### src/rtl/riscv_pkg.sv
// Shared RISC-V decode definitions: opcodes, funct codes, ALU op codes and the
// 12-bit control word layout used by the ID stage.
package riscv_pkg;

   localparam int XLEN = 32;

   localparam logic [6:0] OP_RTYPE  = 7'b0110011;
   localparam logic [6:0] OP_ADDI   = 7'b0010011;
   localparam logic [6:0] OP_LOAD   = 7'b0000011;
   localparam logic [6:0] OP_STORE  = 7'b0100011;
   localparam logic [6:0] OP_JALR   = 7'b1100111;
   localparam logic [6:0] OP_BRANCH = 7'b1100011;
   localparam logic [6:0] OP_JAL    = 7'b1101111;

   localparam logic [2:0] F3_ADD  = 3'b000;
   localparam logic [2:0] F3_SLL  = 3'b001;
   localparam logic [2:0] F3_SLT  = 3'b010;
   localparam logic [2:0] F3_OR   = 3'b110;
   localparam logic [2:0] F3_AND  = 3'b111;
   localparam logic [2:0] F3_ADDI = 3'b000;
   localparam logic [2:0] F3_JALR = 3'b000;
   localparam logic [2:0] F3_LD   = 3'b011;
   localparam logic [2:0] F3_SD   = 3'b011;
   localparam logic [2:0] F3_BEQ  = 3'b000;
   localparam logic [2:0] F3_BNE  = 3'b001;
   localparam logic [2:0] F3_BLT  = 3'b100;
   localparam logic [2:0] F3_BGE  = 3'b101;

   localparam logic [6:0] F7_BASE = 7'b0000000;
   localparam logic [6:0] F7_ALT  = 7'b0100000;

   typedef enum logic [2:0] {
      ALU_ADD = 3'b000,
      ALU_SUB = 3'b001,
      ALU_AND = 3'b010,
      ALU_OR  = 3'b011,
      ALU_SLL = 3'b100,
      ALU_SLT = 3'b101
   } alu_op_e;

   typedef struct packed {
      logic    branch;
      logic    jal;
      logic    jalr;
      logic    reg_wr;
      logic    link;
      logic    mem_to_reg;
      logic    mem_rd;
      logic    mem_wr;
      alu_op_e alu_op;
      logic    alu_src;
   } ctrl_t;

   localparam logic [11:0] CTRL_NONE   = 12'b000_000_00_0000;
   localparam logic [11:0] CTRL_ADDI   = 12'b000_100_00_0001;
   localparam logic [11:0] CTRL_LD     = 12'b000_101_10_0001;
   localparam logic [11:0] CTRL_SD     = 12'b000_000_01_0001;
   localparam logic [11:0] CTRL_JALR   = 12'b001_110_00_0000;
   localparam logic [11:0] CTRL_JAL    = 12'b010_110_00_0000;
   localparam logic [11:0] CTRL_BRANCH = 12'b100_000_00_0000;
   localparam logic [11:0] CTRL_ADD    = 12'b000_100_00_0000;
   localparam logic [11:0] CTRL_SUB    = 12'b000_100_00_0010;
   localparam logic [11:0] CTRL_AND    = 12'b000_100_00_0100;
   localparam logic [11:0] CTRL_OR     = 12'b000_100_00_0110;
   localparam logic [11:0] CTRL_SLL    = 12'b000_100_00_1000;
   localparam logic [11:0] CTRL_SLT    = 12'b000_100_00_1010;

   function automatic logic [XLEN-1:0] sext12(input logic [11:0] v);
      return {{(XLEN-12){v[11]}}, v};
   endfunction

endpackage

### src/rtl/id_control.sv
// Main decoder: opcode/funct fields to the 12-bit control word.
// Anything not recognised decodes to CTRL_NONE, which acts as a bubble.
module id_control
   import riscv_pkg::*;
(
   input  logic [6:0]  opcode,
   input  logic [2:0]  funct3,
   input  logic [6:0]  funct7,
   output logic [11:0] ctrl_word
);

   always_comb begin
      ctrl_word = CTRL_NONE;
      case (opcode)
         OP_RTYPE: begin
            if (funct7 == F7_BASE) begin
               case (funct3)
                  F3_ADD:  ctrl_word = CTRL_ADD;
                  F3_SLL:  ctrl_word = CTRL_SLL;
                  F3_SLT:  ctrl_word = CTRL_SLT;
                  F3_OR:   ctrl_word = CTRL_OR;
                  F3_AND:  ctrl_word = CTRL_AND;
                  default: ctrl_word = CTRL_NONE;
               endcase
            end else if (funct7 == F7_ALT && funct3 == F3_ADD) begin
               ctrl_word = CTRL_SUB;
            end
         end
         OP_ADDI:  if (funct3 == F3_ADDI) ctrl_word = CTRL_ADDI;
         OP_LOAD:  if (funct3 == F3_LD)   ctrl_word = CTRL_LD;
         OP_STORE: if (funct3 == F3_SD)   ctrl_word = CTRL_SD;
         OP_JALR:  if (funct3 == F3_JALR) ctrl_word = CTRL_JALR;
         OP_JAL:   ctrl_word = CTRL_JAL;
         OP_BRANCH: begin
            if (funct3 == F3_BEQ || funct3 == F3_BNE || funct3 == F3_BLT || funct3 == F3_BGE)
               ctrl_word = CTRL_BRANCH;
         end
         default:  ctrl_word = CTRL_NONE;
      endcase
   end

endmodule

### src/rtl/id_stage.sv
// RV32 instruction-decode stage: decode, immediate generation, branch/jump
// resolution with IF redirect, ID/EX registers and WB write pass-through.
module id_stage
   import riscv_pkg::*;
(
   input  logic             clk,
   input  logic             reset_n,
   input  logic             op_write,
   input  logic [XLEN-1:0]  pipe_pc4,
   input  logic [XLEN-1:0]  pipe_pc,
   input  logic [XLEN-1:0]  pipe_data,
   input  logic [XLEN-1:0]  write_data,
   input  logic [XLEN-1:0]  write_addr,
   input  logic [XLEN-1:0]  load_pc_reg_value1,
   input  logic [XLEN-1:0]  load_pc_reg_value2,
   output logic             control_j,
   output logic [XLEN-1:0]  pc_j,
   output logic [8:0]       ctrl_ex,
   output logic [XLEN-1:0]  pc4_ex,
   output logic [XLEN-1:0]  r_data1,
   output logic [XLEN-1:0]  r_data2,
   output logic [XLEN-1:0]  extended,
   output logic [XLEN-1:0]  rd_ex,
   output logic [XLEN-1:0]  load_pc_reg_addr1,
   output logic [XLEN-1:0]  load_pc_reg_addr2,
   output logic [XLEN-1:0]  write_pc_reg_value,
   output logic [XLEN-1:0]  write_pc_reg_addr
);

   logic [11:0]     ctrl_word;
   ctrl_t           ctrl;
   logic [6:0]      opcode;
   logic [2:0]      funct3;
   logic [XLEN-1:0] imm;
   logic            br_taken;
   logic            unused_wr_addr_hi;

   assign opcode = pipe_data[6:0];
   assign funct3 = pipe_data[14:12];

   id_control u_id_control (
      .opcode    (opcode),
      .funct3    (funct3),
      .funct7    (pipe_data[31:25]),
      .ctrl_word (ctrl_word)
   );

   assign ctrl = ctrl_t'(ctrl_word);

   assign load_pc_reg_addr1 = {27'b0, pipe_data[19:15]};
   assign load_pc_reg_addr2 = {27'b0, pipe_data[24:20]};

   always_comb begin
      imm = '0;
      case (opcode)
         OP_ADDI, OP_LOAD, OP_JALR: imm = sext12(pipe_data[31:20]);
         OP_STORE:  imm = sext12({pipe_data[31:25], pipe_data[11:7]});
         OP_BRANCH: imm = {{20{pipe_data[31]}}, pipe_data[7], pipe_data[30:25],
                           pipe_data[11:8], 1'b0};
         OP_JAL:    imm = {{12{pipe_data[31]}}, pipe_data[19:12], pipe_data[20],
                           pipe_data[30:21], 1'b0};
         default:   imm = '0;
      endcase
   end

   always_comb begin
      br_taken = 1'b0;
      case (funct3)
         F3_BEQ:  br_taken = (load_pc_reg_value1 == load_pc_reg_value2);
         F3_BNE:  br_taken = (load_pc_reg_value1 != load_pc_reg_value2);
         F3_BLT:  br_taken = ($signed(load_pc_reg_value1) <  $signed(load_pc_reg_value2));
         F3_BGE:  br_taken = ($signed(load_pc_reg_value1) >= $signed(load_pc_reg_value2));
         default: br_taken = 1'b0;
      endcase
   end

   // Redirect is held off while reset is asserted so IF never sees a stray jump.
   always_comb begin
      control_j = 1'b0;
      pc_j      = '0;
      if (reset_n) begin
         if (ctrl.jal) begin
            control_j = 1'b1;
            pc_j      = pipe_pc + imm;
         end else if (ctrl.jalr) begin
            control_j = 1'b1;
            pc_j      = (load_pc_reg_value1 + imm) & ~32'd1;
         end else if (ctrl.branch && br_taken) begin
            control_j = 1'b1;
            pc_j      = pipe_pc + imm;
         end
      end
   end

   always_comb begin
      write_pc_reg_addr  = '0;
      write_pc_reg_value = '0;
      if (op_write && write_addr[4:0] != 5'd0) begin
         write_pc_reg_addr  = {27'b0, write_addr[4:0]};
         write_pc_reg_value = write_data;
      end
   end

   assign unused_wr_addr_hi = ^write_addr[31:5];

   always_ff @(posedge clk or negedge reset_n) begin
      if (!reset_n) begin
         ctrl_ex  <= '0;
         pc4_ex   <= '0;
         r_data1  <= '0;
         r_data2  <= '0;
         extended <= '0;
         rd_ex    <= '0;
      end else begin
         ctrl_ex  <= ctrl[8:0];
         pc4_ex   <= pipe_pc4;
         r_data1  <= load_pc_reg_value1;
         r_data2  <= load_pc_reg_value2;
         extended <= imm;
         rd_ex    <= ctrl.reg_wr ? {27'b0, pipe_data[11:7]} : '0;
      end
   end

endmodule

### config.mk
export PLATFORM = sky130hd
export DESIGN_NAME = id_stage
export DESIGN_NICKNAME = d
export VERILOG_FILES = /design/src/rtl/riscv_pkg.sv /design/src/rtl/id_control.sv /design/src/rtl/id_stage.sv
export SDC_FILE = /design/constraint.sdc
export NUM_CORES = 1
export LEC_CHECK = 0
export ABC_AREA = 1
export CAP_MARGIN = 30
export CELL_PAD_IN_SITES_DETAIL_PLACEMENT = 0
export CELL_PAD_IN_SITES_GLOBAL_PLACEMENT = 1
export CORE_AREA = 3 3 215 217
export CTS_CLUSTER_SIZE = 10
export DETAILED_ROUTE_END_ITERATION = 6
export DIE_AREA = 0 0 218 220
export PLACE_DENSITY = 0.84
export REMOVE_ABC_BUFFERS = 1
export SLEW_MARGIN = 25
export SYNTH_ARGS = -nofsm -noshare
export SYNTH_HDL_FRONTEND = slang
export SYNTH_SLANG_ARGS = --single-unit
### constraint.sdc
create_clock -name clk -period 10.6 [get_ports clk]
set_clock_uncertainty 0.2 [all_clocks]
set_input_delay 1.06 -clock clk [delete_from_list [all_inputs] [get_ports clk]]
set_output_delay 1.06 -clock clk [all_outputs]
set_load 0.01 [all_outputs]
Yosys cells after proc, flatten, opt, wreduce, memory -nomap -nowiden
Cells that the tools add are included.
{ "totals": {"ff_bits": 142, "input_bits": 227, "out_inout_bits": 330, "word_cells": 59} }
{ "op_classes": {"addsub": 2, "n_lt_le_gt_ge": 2, "eq_ne": 17, "n_mux": 22, "reduce_logical": 10} }
{ "ops": {"columns": ["op", "count"], "rows": [
  ["$mux 32", 5],
  ["$pmux 32 s4", 1],
  ["$pmux 12 s7", 1],
  ["$add 32x32->32", 2],
  ["$pmux 9 s5", 1],
  ["$eq 32x32->1", 1],
  ["$ge 32x32->1", 1],
  ["$lt 32x32->1", 1],
  ["$ne 32x32->1", 1],
  ["$mux 9", 3],
  ["$mux 12", 2],
  ["$eq 7x6->1 const B", 3],
  ["$eq 7x7->1 const B", 3],
  ["$mux 5", 3],
  ["$eq 3x3->1 const B", 4],
  ["$mux 10", 1],
  ["$eq 7x2->1 const B", 1],
  ["$eq 7x5->1 const B", 1],
  ["$logic_not 7->1", 1],
  ["$eq 3x2->1 const B", 2],
  ["$reduce_bool 5->1", 1],
  ["$mux 1", 4],
  ["$pmux 1 s4", 1],
  ["$eq 3x1->1 const B", 1],
  ["4 further kinds", 8]
]} }

Longest topological paths before layout
{ "depth": {"ltp_word": 11, "ltp_mapped": 26, "mapped_depth_nobuf": 25} }

By module
A second synthesis with hierarchy kept.
{ "unflattened": {"cells_unflattened": 1394, "hier_area_um2": 10334.9} }
{ "modules_own_cells": {"columns": ["module", "instances", "cells_each", "area_each_um2", "seq_area_each_um2"], "rows": [
  ["id_stage", 1, 1332, 10030.9, 3278.1],
  ["id_control", 1, 62, 304.0, 0.0]
]} }

Least setup slack after synthesis
OpenSTA, ideal clock, no wires.
{ "synth_path": {"path_type": "input port to output port", "from": "in pipe_data[1]", "to": "out pc_j[26]", "t_arrival_ns": 3.903, "required_time_ns": 9.340, "slack_ns": 5.437, "path_stages": 19, "path_buffers": 1, "path_cell_list": "nand2_2 -> nor2_1 -> nand2_4 -> inv_1 -> clkbuf_1 -> nor2_1 -> inv_1 -> a22oi_1 -> fa_1 -> o31ai_1 -> and3_1 -> nor2_1 -> o21ai_1 -> nand2_1 -> nand2_1 -> nand2_1 -> nand4_1 -> nand3_1 -> a21oi_1"} }
{ "synth_via": {"elab_chain_len": 8} }
{ "synth_lines": {"columns": ["item", "line_no", "rtl"], "rows": [
  ["from (decl)", "id_stage.sv:11", "input logic [XLEN-1:0] pipe_data,"],
  ["$eq 7x5->1, or another cell as far along", "id_control.sv:14, id_stage.sv:55", null],
  ["$reduce_or 3->1", "id_stage.sv:55", "case (opcode)"],
  ["$pmux 32 s4", "id_stage.sv:55", null],
  ["$add 32x32->32", "id_stage.sv:84, id_stage.sv:90", null],
  ["$mux 32", "id_stage.sv:88", "end else if (ctrl.branch && br_taken) begin"],
  ["$mux 32", "id_stage.sv:85", "end else if (ctrl.jalr) begin"],
  ["$mux 32 *", "id_stage.sv:82", "if (ctrl.jal) begin"],
  ["$mux 32 *", "id_stage.sv:81", "if (reset_n) begin"],
  ["to (decl)", "id_stage.sv:17", "output logic [XLEN-1:0] pc_j,"]
]} }
Every way passes the cells marked *; elsewhere a longest branch is shown, timed or not.

Worst setup path after layout
{ "layout_path": {"from": "in pipe_data[4]", "to": "out pc_j[13]"} }
{ "layout_via": {"elab_chain_len": 8} }
{ "layout_lines": {"columns": ["item", "line_no", "rtl"], "rows": [
  ["$eq 7x5->1, or another cell as far along", "id_stage.sv:55", null],
  ["$reduce_or 3->1", "id_stage.sv:55", null],
  ["$pmux 32 s4 *", "id_stage.sv:55", null],
  ["via imm[1]", "id_stage.sv:34", "logic [XLEN-1:0] imm;"],
  ["$add 32x32->32", "id_stage.sv:84, id_stage.sv:90", null],
  ["$mux 32", "id_stage.sv:88", null],
  ["$mux 32", "id_stage.sv:85", null],
  ["$mux 32 *", "id_stage.sv:82", null],
  ["$mux 32 *", "id_stage.sv:81", null]
]} }
The timed path passes the listed nets; every way through them passes the cells marked *.

==> impl_results.md <==
* Status: finished clean
* Number of synthesized flops with an enable pin at 0
* Ports at 557
* Area of the multi-input gates at 5690 um^2
* Ys async rst share at 1.00
* DP HPWL at 36.7 mm
* Ranking of synthesized cells by area: dfrtp_1, nand2_1, buf_4
* RSZ-0062 raised after global routing: false
* Syn_area_per_cell at roughly 7.4 um^2
* Worst slew margin at 0.396
* Final worst-path cycle share at 0.686
* Initial core utilization at 0.236
* Layout cells sized above 1 at 0.0666
* CP Max Fanout at 24
* Remaining DRCs at 0
* Worst-margin pin slew at approximately 0.90 ns
* YS warnings at 0
* CTS Buf Count at 17
* Post-synthesis instance total at 1,418
* LEAKAGE at 7.43 nW
* Fin crit period at 7.27 ns
* Area leader, netlist: dfrtp_1
* Busiest layer in global routing: met2
* Layout filler cell count at 4,622
* Initial antenna violation count at 8
* DR vias at 10,438
* Slew Limit Fails at 0
* Initial drt markers at 564
* Maximum VDD drop at between 0.00009 and 0.0001 V
* CP Launch Type: input port
* Final setup viols at 0
* Hold_buf cts at 0
* # rows at 77
* Largest net degree at the start of global routing at 75
* CTS Root Cell: clkbuf_16
* Worst-path clk slew at ~0.08 ns
* Die X-Extent at ~220 um
* Setup Crit Path Kind: in2out
* CTS max path bufs at 2
* Met3 Usage GRT at 0.0419
* Met1 usage at 0.189
* Final ANT Viol Nets at 0
* Sequential-to-total area share from yosys stat at 0.311
* Reg area at 3250 um^2
* Pre-Repair DR Iteration Count at 5
* Setup_tns at 0 ns
* Sink Count at 130
* Critical Path RT at 9.34 ns
* WL/cell at 17.8 um
* Area Growth Syn to Fin at 46.6%
* Top_reg_cell synth: dfrtp_1
* Crit end category: output pin
* MaxCap Viol Count at 0
* Final hold viol count at 0
* Fmax at between 0.1 and 0.15 GHz
* Wirelength, routed at approximately 43 mm
* Die height at 220 um
* GRT overflow at 0
* Post-CTS sizing at 0
* Yosys cell types at 50
* Postcts setup bufs at 0
* Core Footprint at 44,300 um^2
* Final net count at 2,123
* Worst EP arrival at 6.01 ns
* Total Power at about 1.5 mW
* CTS tree: built
* Cell area after synthesis at about 10,000 um^2
* Die area at 48,000 um^2
* Vias per cell at about 4.3
* First-pass GRT wire length at 61.6 mm
* Aggregate global-route resource usage at 0.173
* H-tree lvl count at 4
* Input/output buffers at 421
* Number of global-route vias before repair at 10,393
* Top cell type's share of synthesized area at 0.311
* Grt met2 use at 0.321
* Hold crit path type: in2async
* #FFs+latches synth at 130
* Total power density per cell area at 94.8 nW/um^2
* Final Wtd Congestion at 0.874
-- layer usage --
layer / wire [um] / up-vias
met4: 1470 / 10
met2: 22200 / 415
met3: 2810 / 71
met1: 16700 / 4791
li1: - / 5151
met5: 63 / -
-- placed cells by master (no fill, tap or decap), types with 10 or more instances in the layout --
cell               n
a21oi_1          108
clkbuf_16         17
clkdlybuf4s50_1  420
conb_1           108
dfrtp_1          130
ha_1              75
inv_1            199
inv_2             10
nand2_1          268
nand2_2           23
nand2_4           15
nand3_1           89
nand4_1           15
nor2_1           125
nor3_1            13
o211ai_1          10
o21ai_0           65
xnor2_1           13
xor2_1            17
-- power breakdown --
part	internal (mW)	leakage, nW	switching (mW)
sequential	0.516	1.59	0.00543
combinational	0.169	5.58	0.191
clock	0.324	0.264	0.246
total	1.01	7.43	0.443
-- state kept, by name, indices dropped and copies added (netlist names) --
| register | cells |
|---|---|
| rd_ex | 5 |
| r_data2 | 32 |
| extended | 21 |
| ctrl_ex | 8 |
| pc4_ex | 32 |
| r_data1 | 32 |
-- kinds of logic (layout without fill, tap and decap cells) --
logic type               count (synthesis)  after routing  share of synthesized area
flip-flops                             130            130                      0.311
AND/OR/NAND/NOR                        590            590                      0.264
adder cells (fa/ha/maj)                 77             77                     0.0937
XOR/XNOR                                30             30                     0.0251
other                                    1            111                   0.000359
buffers and inverters                  362            669                      0.183
AO/OA/AOI/OAI                          228            228                      0.123
-- worst max-delay path, stage by stage --
cell and delay [ns]:
clkdlybuf4s50_1 0.56, inv_2 0.07, nand2_4 0.09, nor2_8 0.05, nand2_4 0.26, inv_1 0.07
buf_4 0.24, nor2_1 0.15, inv_1 0.10, a22oi_1 0.45, inv_1 0.23, ha_1 0.36
nand4_1 0.14, nor3_1 0.34, a21oi_1 0.21, o21bai_1 0.25, xor2_1 0.17, nand2_1 0.09
a21oi_1 0.40, clkdlybuf4s50_1 0.66
-- stage by stage --
step                hold slack (ns)   util  instance area, um^2  std cells  setup WS, ns
floorplan                     0.564      -                 9730       1373          5.01
global placement              0.921  0.332                14700       2391          3.39
detailed placement            0.935  0.332                14700       2391          3.38
CTS                           0.434  0.345                15300       2423          3.36
global route                  0.475  0.345                15300       2425          2.98
finish                        0.437  0.346                15300       2427          3.33
-- synthesized netlist by cell type, types with 3 or more instances --
| cell type | count |
|---|---|
| a21o_1 | 3 |
| a21oi_1 | 108 |
| a21oi_2 | 3 |
| a22o_1 | 3 |
| a31oi_1 | 8 |
| and3_1 | 3 |
| buf_2 | 7 |
| buf_4 | 130 |
| buf_6 | 5 |
| clkbuf_1 | 9 |
| dfrtp_1 | 130 |
| ha_1 | 75 |
| inv_1 | 199 |
| inv_2 | 10 |
| nand2_1 | 268 |
| nand2_2 | 23 |
| nand2_4 | 15 |
| nand3_1 | 89 |
| nand3_2 | 4 |
| nand3b_1 | 9 |
| nand4_1 | 15 |
| nor2_1 | 125 |
| nor2_2 | 8 |
| nor2_4 | 5 |
| nor3_1 | 13 |
| nor3_2 | 3 |
| o211ai_1 | 10 |
| o21ai_0 | 65 |
| o21ai_1 | 5 |
| o21ai_2 | 3 |
| o41ai_1 | 10 |
| or2_2 | 5 |
| xnor2_1 | 13 |
| xor2_1 | 17 |
-- area by class of cell --
cell class              instances  area share
flip-flops and latches        130       0.212
well taps                     592      0.0484
clock inverters                15     0.00874
diodes                          3    0.000490
repair buffers                427       0.279
multi-input cells            1033       0.372
clock buffers                  17      0.0278
inverters                     210      0.0515
-- worst max-delay path by stage --
stage | from | to
4_1_cts | pipe_data[1] | pc_j[23]
3_3_place_gp | pipe_data[1] | pc_j[23]
3_5_place_dp | pipe_data[1] | pc_j[23]
6_report | pipe_data[4] | pc_j[13]
2_1_floorplan | write_addr[1] | write_pc_reg_addr[3]
5_1_grt | pipe_data[0] | pc_j[23]
Power figures use the tool's default switching activity.
